--- config.mk ---
export PLATFORM = sky130hd
export DESIGN_NAME = aes_core_ctrl
export DESIGN_NICKNAME = d
export VERILOG_FILES = /design/src/rtl/aes_core_ctrl.sv
export SDC_FILE = /design/constraint.sdc
export NUM_CORES = 1
export LEC_CHECK = 0
export ABC_AREA = 1
export ABC_CLOCK_PERIOD_IN_PS = 1900
export CORE_AREA = 10 10 309 311
export DETAILED_ROUTE_END_ITERATION = 16
export DIE_AREA = 0 0 319 321
export PLACE_DENSITY_LB_ADDON = 0.15
export SLEW_MARGIN = 20
export SYNTH_ARGS = -nofsm -noshare
export SYNTH_HDL_FRONTEND = slang
export SYNTH_SLANG_ARGS = --single-unit
--- constraint.sdc ---
create_clock -name clk -period 1.9 [get_ports clk]
set_input_delay 0.38 -clock clk [delete_from_list [all_inputs] [get_ports clk]]
set_output_delay 0.38 -clock clk [all_outputs]
set_load 0.01 [all_outputs]
--- src/rtl/aes_core_ctrl.sv ---
// AES round-sequencing controller: host handshake, round-key fetch, core command and result capture.
// Optional block counter enabled by defining AES_CTRL_PERF_CNT_EN.
module aes_core_ctrl #(
  parameter int unsigned DATA_WIDTH = 32,
  parameter int unsigned TIMEOUT    = 16
) (
  input  logic                  clk,
  input  logic                  rst,
  input  logic                  key_valid_in,
  input  logic                  in_valid,
  output logic                  in_ready,
  input  logic [DATA_WIDTH-1:0] pt_0_in,
  input  logic [DATA_WIDTH-1:0] pt_1_in,
  input  logic [DATA_WIDTH-1:0] pt_2_in,
  input  logic [DATA_WIDTH-1:0] pt_3_in,
  output logic                  out_valid,
  input  logic                  out_ready,
  output logic [DATA_WIDTH-1:0] ct_0_out,
  output logic [DATA_WIDTH-1:0] ct_1_out,
  output logic [DATA_WIDTH-1:0] ct_2_out,
  output logic [DATA_WIDTH-1:0] ct_3_out,
  output logic                  err_out,
  output logic [31:0]           blk_cnt_out,
  output logic                  rk_rd_en,
  output logic [3:0]            rk_addr,
  input  logic [DATA_WIDTH-1:0] rk_0_in,
  input  logic [DATA_WIDTH-1:0] rk_1_in,
  input  logic [DATA_WIDTH-1:0] rk_2_in,
  input  logic [DATA_WIDTH-1:0] rk_3_in,
  output logic [2:0]            FSM_core_out,
  output logic [3:0]            core_count_out,
  output logic [DATA_WIDTH-1:0] core_text_0_out,
  output logic [DATA_WIDTH-1:0] core_text_1_out,
  output logic [DATA_WIDTH-1:0] core_text_2_out,
  output logic [DATA_WIDTH-1:0] core_text_3_out,
  output logic [DATA_WIDTH-1:0] core_key_0_out,
  output logic [DATA_WIDTH-1:0] core_key_1_out,
  output logic [DATA_WIDTH-1:0] core_key_2_out,
  output logic [DATA_WIDTH-1:0] core_key_3_out,
  input  logic [DATA_WIDTH-1:0] core_text_0_in,
  input  logic [DATA_WIDTH-1:0] core_text_1_in,
  input  logic [DATA_WIDTH-1:0] core_text_2_in,
  input  logic [DATA_WIDTH-1:0] core_text_3_in,
  input  logic                  cipher_dv_flag
);

  localparam int unsigned TmoW = $clog2(TIMEOUT + 1);

  typedef enum logic [2:0] {StIdle, StLoad, StRound, StWaitDv, StOut} state_e;

  state_e                          state_q;
  logic [3:0]                      round_q;
  logic [TmoW-1:0]                 tmo_q;
  logic                            in_ready_q;
  logic                            out_valid_q;
  logic                            err_q;
  logic                            rk_rd_en_q;
  logic [3:0]                      rk_addr_q;
  logic [2:0]                      fsm_q;
  logic                            key_en_q;
  logic [3:0][DATA_WIDTH-1:0]      text_q;
  logic [3:0][DATA_WIDTH-1:0]      ct_q;

  always_ff @(posedge clk) begin
    if (rst) begin
      state_q     <= StIdle;
      round_q     <= '0;
      tmo_q       <= '0;
      in_ready_q  <= 1'b0;
      out_valid_q <= 1'b0;
      err_q       <= 1'b0;
      rk_rd_en_q  <= 1'b0;
      rk_addr_q   <= '0;
      fsm_q       <= 3'b000;
      key_en_q    <= 1'b0;
      text_q      <= '0;
      ct_q        <= '0;
    end else begin
      err_q <= 1'b0;
      unique case (state_q)
        StIdle: begin
          if (in_valid && in_ready_q) begin
            text_q     <= {pt_3_in, pt_2_in, pt_1_in, pt_0_in};
            in_ready_q <= 1'b0;
            fsm_q      <= 3'b001;
            rk_rd_en_q <= 1'b1;
            rk_addr_q  <= 4'd0;
            round_q    <= 4'd0;
            state_q    <= StLoad;
          end else begin
            in_ready_q <= key_valid_in;
          end
        end
        StLoad: begin
          fsm_q     <= 3'b010;
          key_en_q  <= 1'b1;
          rk_addr_q <= 4'd1;
          state_q   <= StRound;
        end
        StRound: begin
          if (round_q == 4'd10) begin
            fsm_q    <= 3'b011;
            key_en_q <= 1'b0;
            tmo_q    <= '0;
            state_q  <= StWaitDv;
          end else begin
            round_q <= round_q + 4'd1;
            // The last round needs no further key fetch
            rk_rd_en_q <= (round_q != 4'd9);
            rk_addr_q  <= (round_q != 4'd9) ? round_q + 4'd2 : 4'd10;
          end
        end
        StWaitDv: begin
          if (cipher_dv_flag) begin
            ct_q        <= {core_text_3_in, core_text_2_in, core_text_1_in, core_text_0_in};
            out_valid_q <= 1'b1;
            fsm_q       <= 3'b000;
            round_q     <= '0;
            rk_addr_q   <= '0;
            state_q     <= StOut;
          end else if (tmo_q == TmoW'(TIMEOUT - 1)) begin
            err_q      <= 1'b1;
            fsm_q      <= 3'b000;
            round_q    <= '0;
            rk_addr_q  <= '0;
            in_ready_q <= key_valid_in;
            state_q    <= StIdle;
          end else begin
            tmo_q <= tmo_q + TmoW'(1);
          end
        end
        StOut: begin
          if (out_ready) begin
            out_valid_q <= 1'b0;
            in_ready_q  <= key_valid_in;
            state_q     <= StIdle;
          end
        end
        default: state_q <= StIdle;
      endcase
    end
  end

`ifdef AES_CTRL_PERF_CNT_EN
  logic [31:0] blk_cnt_q;

  always_ff @(posedge clk) begin
    if (rst) begin
      blk_cnt_q <= '0;
    end else if (state_q == StOut && out_ready) begin
      blk_cnt_q <= blk_cnt_q + 32'd1;
    end
  end

  assign blk_cnt_out = blk_cnt_q;
`else
  assign blk_cnt_out = '0;
`endif

  assign in_ready        = in_ready_q;
  assign out_valid       = out_valid_q;
  assign err_out         = err_q;
  assign rk_rd_en        = rk_rd_en_q;
  assign rk_addr         = rk_addr_q;
  assign FSM_core_out    = fsm_q;
  assign core_count_out  = round_q;
  assign core_text_0_out = text_q[0];
  assign core_text_1_out = text_q[1];
  assign core_text_2_out = text_q[2];
  assign core_text_3_out = text_q[3];
  assign ct_0_out        = ct_q[0];
  assign ct_1_out        = ct_q[1];
  assign ct_2_out        = ct_q[2];
  assign ct_3_out        = ct_q[3];

  // The key store answers one cycle after the read, so its data is forwarded during ROUND
  // under a registered enable rather than re-registered (which would skew keys by a round).
  assign core_key_0_out = key_en_q ? rk_0_in : '0;
  assign core_key_1_out = key_en_q ? rk_1_in : '0;
  assign core_key_2_out = key_en_q ? rk_2_in : '0;
  assign core_key_3_out = key_en_q ? rk_3_in : '0;

endmodule

==> qor.txt, run 1 <==
status: complete, but fails checks
failing checks: setup timing
CP required: 1.52 ns
RD Place Congestion: 0.876
logic gate share of total power: 0.388
Cell Area, Placed: 20800 um^2
Initial Utilization: 0.127
Final min period: 2.04 ns
DRT Wirelength: 67800 um
Sequential Power Share: 0.296
internal power: 15200 uW
fill count: 9764
arrival time at the worst endpoint: 1.66 ns
Crit Path Class: flop to primary output
first-pass GRT wire length: 96600 um
Post-DRT Antenna Nets: 0
Area Growth Syn to Fin: 103%
Final Instance Area: 23000 um^2
WL per Instance: 18.7 um
maximum vdd drop: 530 uV
Layout Nets: 2813
core area: 89300 um^2
#FFs+latches synth: 279
kind of end point of the critical path: primary output
IO Port Bufs: 787
vias in the first global route: 13500
DPL Wire Length: 53000 um
post-synthesis instance area: 11300 um^2
die footprint: 102000 um^2
placement row count: 110
count of cell types in the netlist: 28
final count of hold timing violations: 0
worst reg-to-reg setup slack: 0.18 ns
Clock Path Buffers: 3
TritonCTS buffer count: 39
Clk network pwr share: 0.316
Min-Delay Endpoint: core_text_3_out[6]$_SDFFE_PP0P_
Synth warnings: 0
reg2reg end: rk_addr[1]$_SDFFE_PP0P_
switch share: 0.338
r2r worst-path depth: 11
gr usage total: 0.125
Hold Crit Start: rst
Place WS: -0.133 ns
total grt overflow: 0
most frequent cells in the layout: nand2_1 (619), clkdlybuf4s50_1 (555), dfxtp_1 (277)
post-DR vias/cell: 3.61
H-tree lvl count: 2
CTS root buf: clkbuf_16
syn_area_per_cell: 7.05 um^2
Die Width: 319 um
pwr dens: 997 nW/um^2
final slew viol count: 0
Seq/Total Area, Yosys: 0.493
DIE HEIGHT: 321 um
startpoint types: flop
endpoints failing setup: 123
routed via count: 13100
CTS tree: yes
Design Power: 22900 uW
Max-Cap Viols: 0
unrepaired setup endpoints after global routing: true
1st-pass router iterations: 4
DR iter-0 viols: 566
post-synthesis cell count: 1609
leakage dissipation: 0.0103 uW
CP max FO: 7
DRC viols: 0
Hold Crit Depth: 2
Max Freq: 0.491 GHz
P_sw: 7740 uW
fraction of layout cells with a size suffix above 1: 0.181
clk_lat worst skew: 0.55 ns
Worst Setup Slack, final: -0.137 ns
clock transition at the registers of the reported paths: 0.06 ns
most common cell after layout, fill and taps aside: nand2_1
number of clock sinks: 279
HP Class: input pin to flop
Final Cycle Share: 1.07
Worst Clk Skew: 0.0160 ns
Ports: 821
Critical R2R Launch: tmo_q[1]$_SDFFE_PP0P_
largest net degree at the start of global routing: 75
initial antenna violation count: 9
[worst max-delay path: stages (launching register included)]
cell	delay (ns)
dfxtp_4	0.36
buf_12	0.14
buf_12	0.14
buf_12	0.15
buf_6	0.12
nand2_4	0.04
inv_2	0.04
buf_6	0.11
[cells by family after synthesis]
family / after synthesis / synth area share
DFF: 279 / 0.493
buffers and inverters: 285 / 0.119
and+or+nand+nor: 758 / 0.257
other: 1 / 0.000331
xor gates and xnor gates: 2 / 0.00155
adders and majority gates: 6 / 0.00662
AOI/OAI and AO/OA: 278 / 0.123
[final cells by class]
cell class	instances	area (um^2)	share of cell area
flip-flops and latches	279	5590	0.243
clock buffers	60	1190	0.0516
clock inverters	11	82.6	0.00359
multi-input cells	1077	5020	0.218
diodes	2	5.00	0.000218
well taps	1176	1470	0.0640
inverters	150	578	0.0251
repair buffers	870	9060	0.394
[per-layer routing]
layer / wire length (um) / share of wire / GRT usage
met4: 1520 / 0.022 / 0.0296
met2: 32600 / 0.48 / 0.214
met5: 87 / 0.0013 / 0
met1: 25500 / 0.38 / 0.133
met3: 8110 / 0.12 / 0.0673
[metrics by stage]
step,setup TNS (ns),hold WS (ns),instances,utilization
2_1_floorplan,0,0.458,1641,-
3_3_place_gp,-2.48,0.450,3526,0.232
3_5_place_dp,-2.77,0.453,3526,0.232
4_1_cts,-15.58,0.213,3621,0.252
5_1_grt,-14.38,0.233,3624,0.257
6_report,-5.34,0.234,3625,0.257
[worst max path at each step]
stage          depth (start not counted)               endpoint                  start
6_report                               7     core_key_2_out[31]  key_en_q$_SDFFE_PP0P_
5_1_grt                                7     core_key_0_out[19]  key_en_q$_SDFFE_PP0P_
4_1_cts                                7      core_key_0_out[1]  key_en_q$_SDFFE_PP0P_
3_5_place_dp                           4      core_key_3_out[6]             rk_3_in[6]
3_3_place_gp                           4     core_key_3_out[12]            rk_3_in[12]
2_1_floorplan                          8  tmo_q[4]$_SDFFE_PP0P_  tmo_q[0]$_SDFFE_PP0P_
[sequential cells by signal (all words and copies together), names as in the netlist, 5 cells and up]
name,cells
core_text_0_out,32
core_text_1_out,32
core_text_2_out,32
core_text_3_out,32
ct_0_out,32
ct_1_out,32
ct_2_out,32
ct_3_out,32
tmo_q,5
[power groups by stage]
stage / registers (uW) / clock network (uW) / logic, uW
finish: 6790 / 7240 / 8900
floorplan: 7140 / 0 / 2740
global route: 6860 / 7820 / 9630
global placement: 6950 / 0 / 7560
CTS: 6800 / 7610 / 8640
detailed placement: 6970 / 0 / 7550
[Yosys cell counts (all sizes together)]
master  instances  area [um^2]
xnor2           1         8.76
a21oi         270         1350
o21ai           6         30.0
nor2           39          161
buf            87          606
xor2            1         8.76
nand3          16         85.1
inv           150          563
o21a            1         7.51
clkbuf         48          180
nand2         696         2620
conb            1         3.75
nand4           4         31.3
or2             1         6.26
a31oi           1         6.26
dfxtp         279         5590
nor3            2         10.0
ha              6         75.1
[what timing repair did]
| action | 4_1_cts | 5_1_grt |
|---|---|---|
| cloned | 8 | 2 |
| buffers inserted | 16 | 3 |
| gates resized for setup | 795 | 194 |
| endpoints found under the setup margin | 198 | 169 |
| hold buffers | 0 | 0 |
| hold endpoints to repair | 0 | 0 |
| pin swaps | 1 | 3 |
Note: power is estimated with default switching activity, not from simulation.
==> inputs of run 2 (changes only) <==
--- a/config.mk
+++ b/config.mk
@@ -5,11 +5,10 @@
 export SDC_FILE = /design/constraint.sdc
 export NUM_CORES = 1
 export LEC_CHECK = 0
-export ABC_AREA = 1
 export ABC_CLOCK_PERIOD_IN_PS = 1900
-export CORE_AREA = 10 10 309 311
+export CORE_AREA = 10 10 315 317
 export DETAILED_ROUTE_END_ITERATION = 16
-export DIE_AREA = 0 0 319 321
+export DIE_AREA = 0 0 325 327
 export PLACE_DENSITY_LB_ADDON = 0.15
 export SLEW_MARGIN = 20
 export SYNTH_ARGS = -nofsm -noshare
==> qor.txt, run 2 <==
core area: 92800 um^2 (was 89300 um^2)
WL per Instance: 20.6 um (was 18.7 um)
Area Growth Syn to Fin: 108% (was 103%)
Final min period: 1.97 ns (was 2.04 ns)
Synth warnings: 0 (unchanged)
startpoint types: flop (unchanged)
Min-Delay Endpoint: tmo_q[0]$_SDFFE_PP0P_ (was core_text_3_out[6]$_SDFFE_PP0P_)
most frequent cells in the layout: nand2_1 (521), clkdlybuf4s50_1 (484), dfxtp_1 (274) (was nand2_1 (619), clkdlybuf4s50_1 (555), dfxtp_1 (277))
Die Width: 325 um (was 319 um)
internal power: 12400 uW (was 15200 uW)
Clock Path Buffers: 3 (unchanged)
switch share: 0.244 (was 0.338)
Sequential Power Share: 0.368 (was 0.296)
vias in the first global route: 13200 (was 13500)
first-pass GRT wire length: 101000 um (was 96600 um)
most common cell in the netlist: nand2_1 (unchanged)
Worst Clk Skew: 0.0268 ns (was 0.0160 ns)
syn_area_per_cell: 7.68 um^2 (was 7.05 um^2)
post-DR vias/cell: 3.62 (was 3.61)
total grt overflow: 0 (unchanged)
r2r worst-path depth: 7 (was 11)
Worst Setup Slack, final: -0.0714 ns (was -0.137 ns)
initial antenna violation count: 10 (was 9)
DPL Wire Length: 58200 um (was 53000 um)
Place WS: -0.380 ns (was -0.133 ns)
Clk network pwr share: 0.480 (was 0.316)
Post-DRT Antenna Nets: 0 (unchanged)
commonest cells in the netlist: nand2_1 (522), dfxtp_1 (279), a21oi_1 (274) (was nand2_1 (694), dfxtp_1 (279), a21oi_1 (270))
Max Freq: 0.507 GHz (was 0.491 GHz)
Critical R2R Launch: tmo_q[0]$_SDFFE_PP0P_ (was tmo_q[1]$_SDFFE_PP0P_)
CP max FO: 6 (was 7)
P_sw: 4010 uW (was 7740 uW)
EDFF count, synth: 0 (unchanged)
post-synthesis cell count: 1444 (was 1609)
reg2reg end: core_count_out[1]$_SDFFE_PP0P_ (was rk_addr[1]$_SDFFE_PP0P_)
die footprint: 106000 um^2 (was 102000 um^2)
post-synthesis instance area: 11100 um^2 (was 11300 um^2)
post-synth top area share: 0.503 (was 0.493)
worst reg-to-reg setup slack: 0.08 ns (was 0.18 ns)
largest net degree at the start of global routing: 50 (was 75)
clock transition at the registers of the reported paths: 0.05 ns (was 0.06 ns)
CTS root buf: clkbuf_16 (unchanged)
maximum vdd drop: 494 uV (was 530 uV)
Final Cycle Share: 1.04 (was 1.07)
DRC viols: 0 (unchanged)
DR iter-0 viols: 559 (was 566)
count of cell types in the netlist: 43 (was 28)
Hold Crit Start: rst (unchanged)
Async SR Flop Fraction: 0 (unchanged)
failing checks: setup timing (unchanged)
kind of end point of the critical path: primary output (unchanged)
Max-Cap Viols: 0 (unchanged)
Crit Path Class: flop to primary output (unchanged)
most common cell after layout, fill and taps aside: nand2_1 (unchanged)
Layout Nets: 2660 (was 2813)
DIE HEIGHT: 327 um (was 321 um)
H-tree lvl count: 2 (unchanged)
unrepaired setup endpoints after global routing: true (unchanged)
Initial Utilization: 0.120 (was 0.127)
CP required: 1.52 ns (about the same)
leakage dissipation: 0.00963 uW (was 0.0103 uW)
RD Place Congestion: 0.928 (was 0.876)
IO Port Bufs: 787 (unchanged)
gr usage total: 0.129 (was 0.125)
worst hold slack: 0.247 ns (was 0.234 ns)
Seq/Total Area, Yosys: 0.503 (was 0.493)
Ports: 821 (unchanged)
final slew viol count: 0 (unchanged)
status: complete, but fails checks (unchanged)
pwr dens: 712 nW/um^2 (was 997 nW/um^2)
CTS tree: yes (unchanged)
DRT Wirelength: 73100 um (was 67800 um)
logic gate share of total power: 0.151 (was 0.388)
clk_lat worst skew: 0.56 ns (was 0.55 ns)
TritonCTS buffer count: 39 (unchanged)
ranking of synthesized cells by area: dfxtp_1 (50%), nand2_1 (18%), a21oi_1 (12%) (was dfxtp_1 (49%), nand2_1 (23%), a21oi_1 (12%))
fraction of layout cells with a size suffix above 1: 0.187 (was 0.181)
placement row count: 112 (was 110)
endpoints failing setup: 56 (was 123)
Synth area leader: dfxtp_1 (unchanged)
1st-pass router iterations: 4 (unchanged)
ys flop type: dfxtp_1 (unchanged)
HP Class: input pin to flop (unchanged)
#FFs+latches synth: 279 (unchanged)
final count of hold timing violations: 0 (unchanged)
arrival time at the worst endpoint: 1.59 ns (was 1.66 ns)
Hold Crit Depth: 2 (unchanged)
routed via count: 12900 (was 13100)
number of clock sinks: 279 (unchanged)
-- run 2: cell types whose count changed after synthesis, sizes merged, moves of 6 or more --
cell,delta
and2,+130
clkbuf,+6
inv,-143
nand2,-174
nand3,-10
nor2,-27
o21ai,+7
-- run 2: area by class of cell --
| type | count | area, um^2 |
|---|---|---|
| sequential | 279 | 5590 |
| inverter | 7 | 26.3 |
| clock buffer | 57 | 1180 |
| clock inverter | 13 | 215 |
| fill | 10200 | 69700 |
| timing repair buffer | 888 | 9220 |
| multi-input combinational | 1049 | 5270 |
| tap | 1254 | 1570 |
| antenna | 3 | 7.51 |
-- run 2: worst max-delay path by stage --
stage                               start                 endpoint  slack, ns  cells past startpoint
global route        key_en_q$_SDFFE_PP0P_        core_key_2_out[3]      -0.13                      5
floorplan           tmo_q[0]$_SDFFE_PP0P_  rk_addr[2]$_SDFFE_PP0P_       0.02                      7
global placement              rk_3_in[24]       core_key_3_out[24]      -0.38                      4
detailed placement            rk_3_in[24]       core_key_3_out[24]      -0.38                      4
finish              key_en_q$_SDFFE_PP0P_       core_key_1_out[14]      -0.07                      5
CTS                 key_en_q$_SDFFE_PP0P_       core_key_2_out[16]      -0.14                      4
-- run 2: kinds of logic (layout without fill, tap and decap cells) --
kind of cell | after synthesis | in the layout | share of synthesized area
simple gates | 703 | 703 | 0.278
compound gates | 305 | 305 | 0.142
flops | 279 | 279 | 0.503
buf+inv | 148 | 965 | 0.0677
fa+ha+maj | 6 | 6 | 0.00677
other cells | 1 | 36 | 0.000338
xor+xnor | 1 | 1 | 0.000790
mux | 1 | 1 | 0.000902
-- run 2: what timing repair did --
item,4_1_cts,5_1_grt
pin swaps,3,11
endpoints found under the setup margin,270,211
hold buffers,0,0
gates cloned,4,6
setup buffers,7,4
resized for setup,737,274
-- run 2: stage by stage --
stage	area [um^2]	instances	utilization	TNS (ns)	total power (uW)
2_1_floorplan	11200	1476	-	0	6830
3_3_place_gp	20900	3460	0.225	-16.32	8470
3_5_place_dp	20900	3460	0.225	-19.43	8480
4_1_cts	22400	3541	0.241	-8.10	16700
5_1_grt	23100	3547	0.249	-7.23	17200
6_report	23100	3550	0.249	-1.22	16400
-- run 2: power by group through the flow --
stage | registers (uW) | clock network, uW | logic (uW)
CTS | 6060 | 8290 | 2360
finish | 6060 | 7890 | 2490
global route | 6070 | 8480 | 2650
global placement | 6180 | 0 | 2300
detailed placement | 6180 | 0 | 2290
floorplan | 6220 | 0 | 606
-- run 2: critical path: stages (launching register included) --
cell and delay (ns):
dfxtp_4 0.38, buf_12 0.15, buf_16 0.13, buf_12 0.13, and2_4 0.14, buf_6 0.12
-- run 2: metal layers --
layer | share of wire | routed length (um) | vias up | track usage
li1 | - | - | 6243 | -
met2 | 0.46 | 33600 | 520 | 0.211
met3 | 0.10 | 7310 | 69 | 0.0604
met1 | 0.43 | 31200 | 6026 | 0.155
met4 | 0.013 | 977 | 10 | 0.0206
met5 | 0.00073 | 53 | - | 0
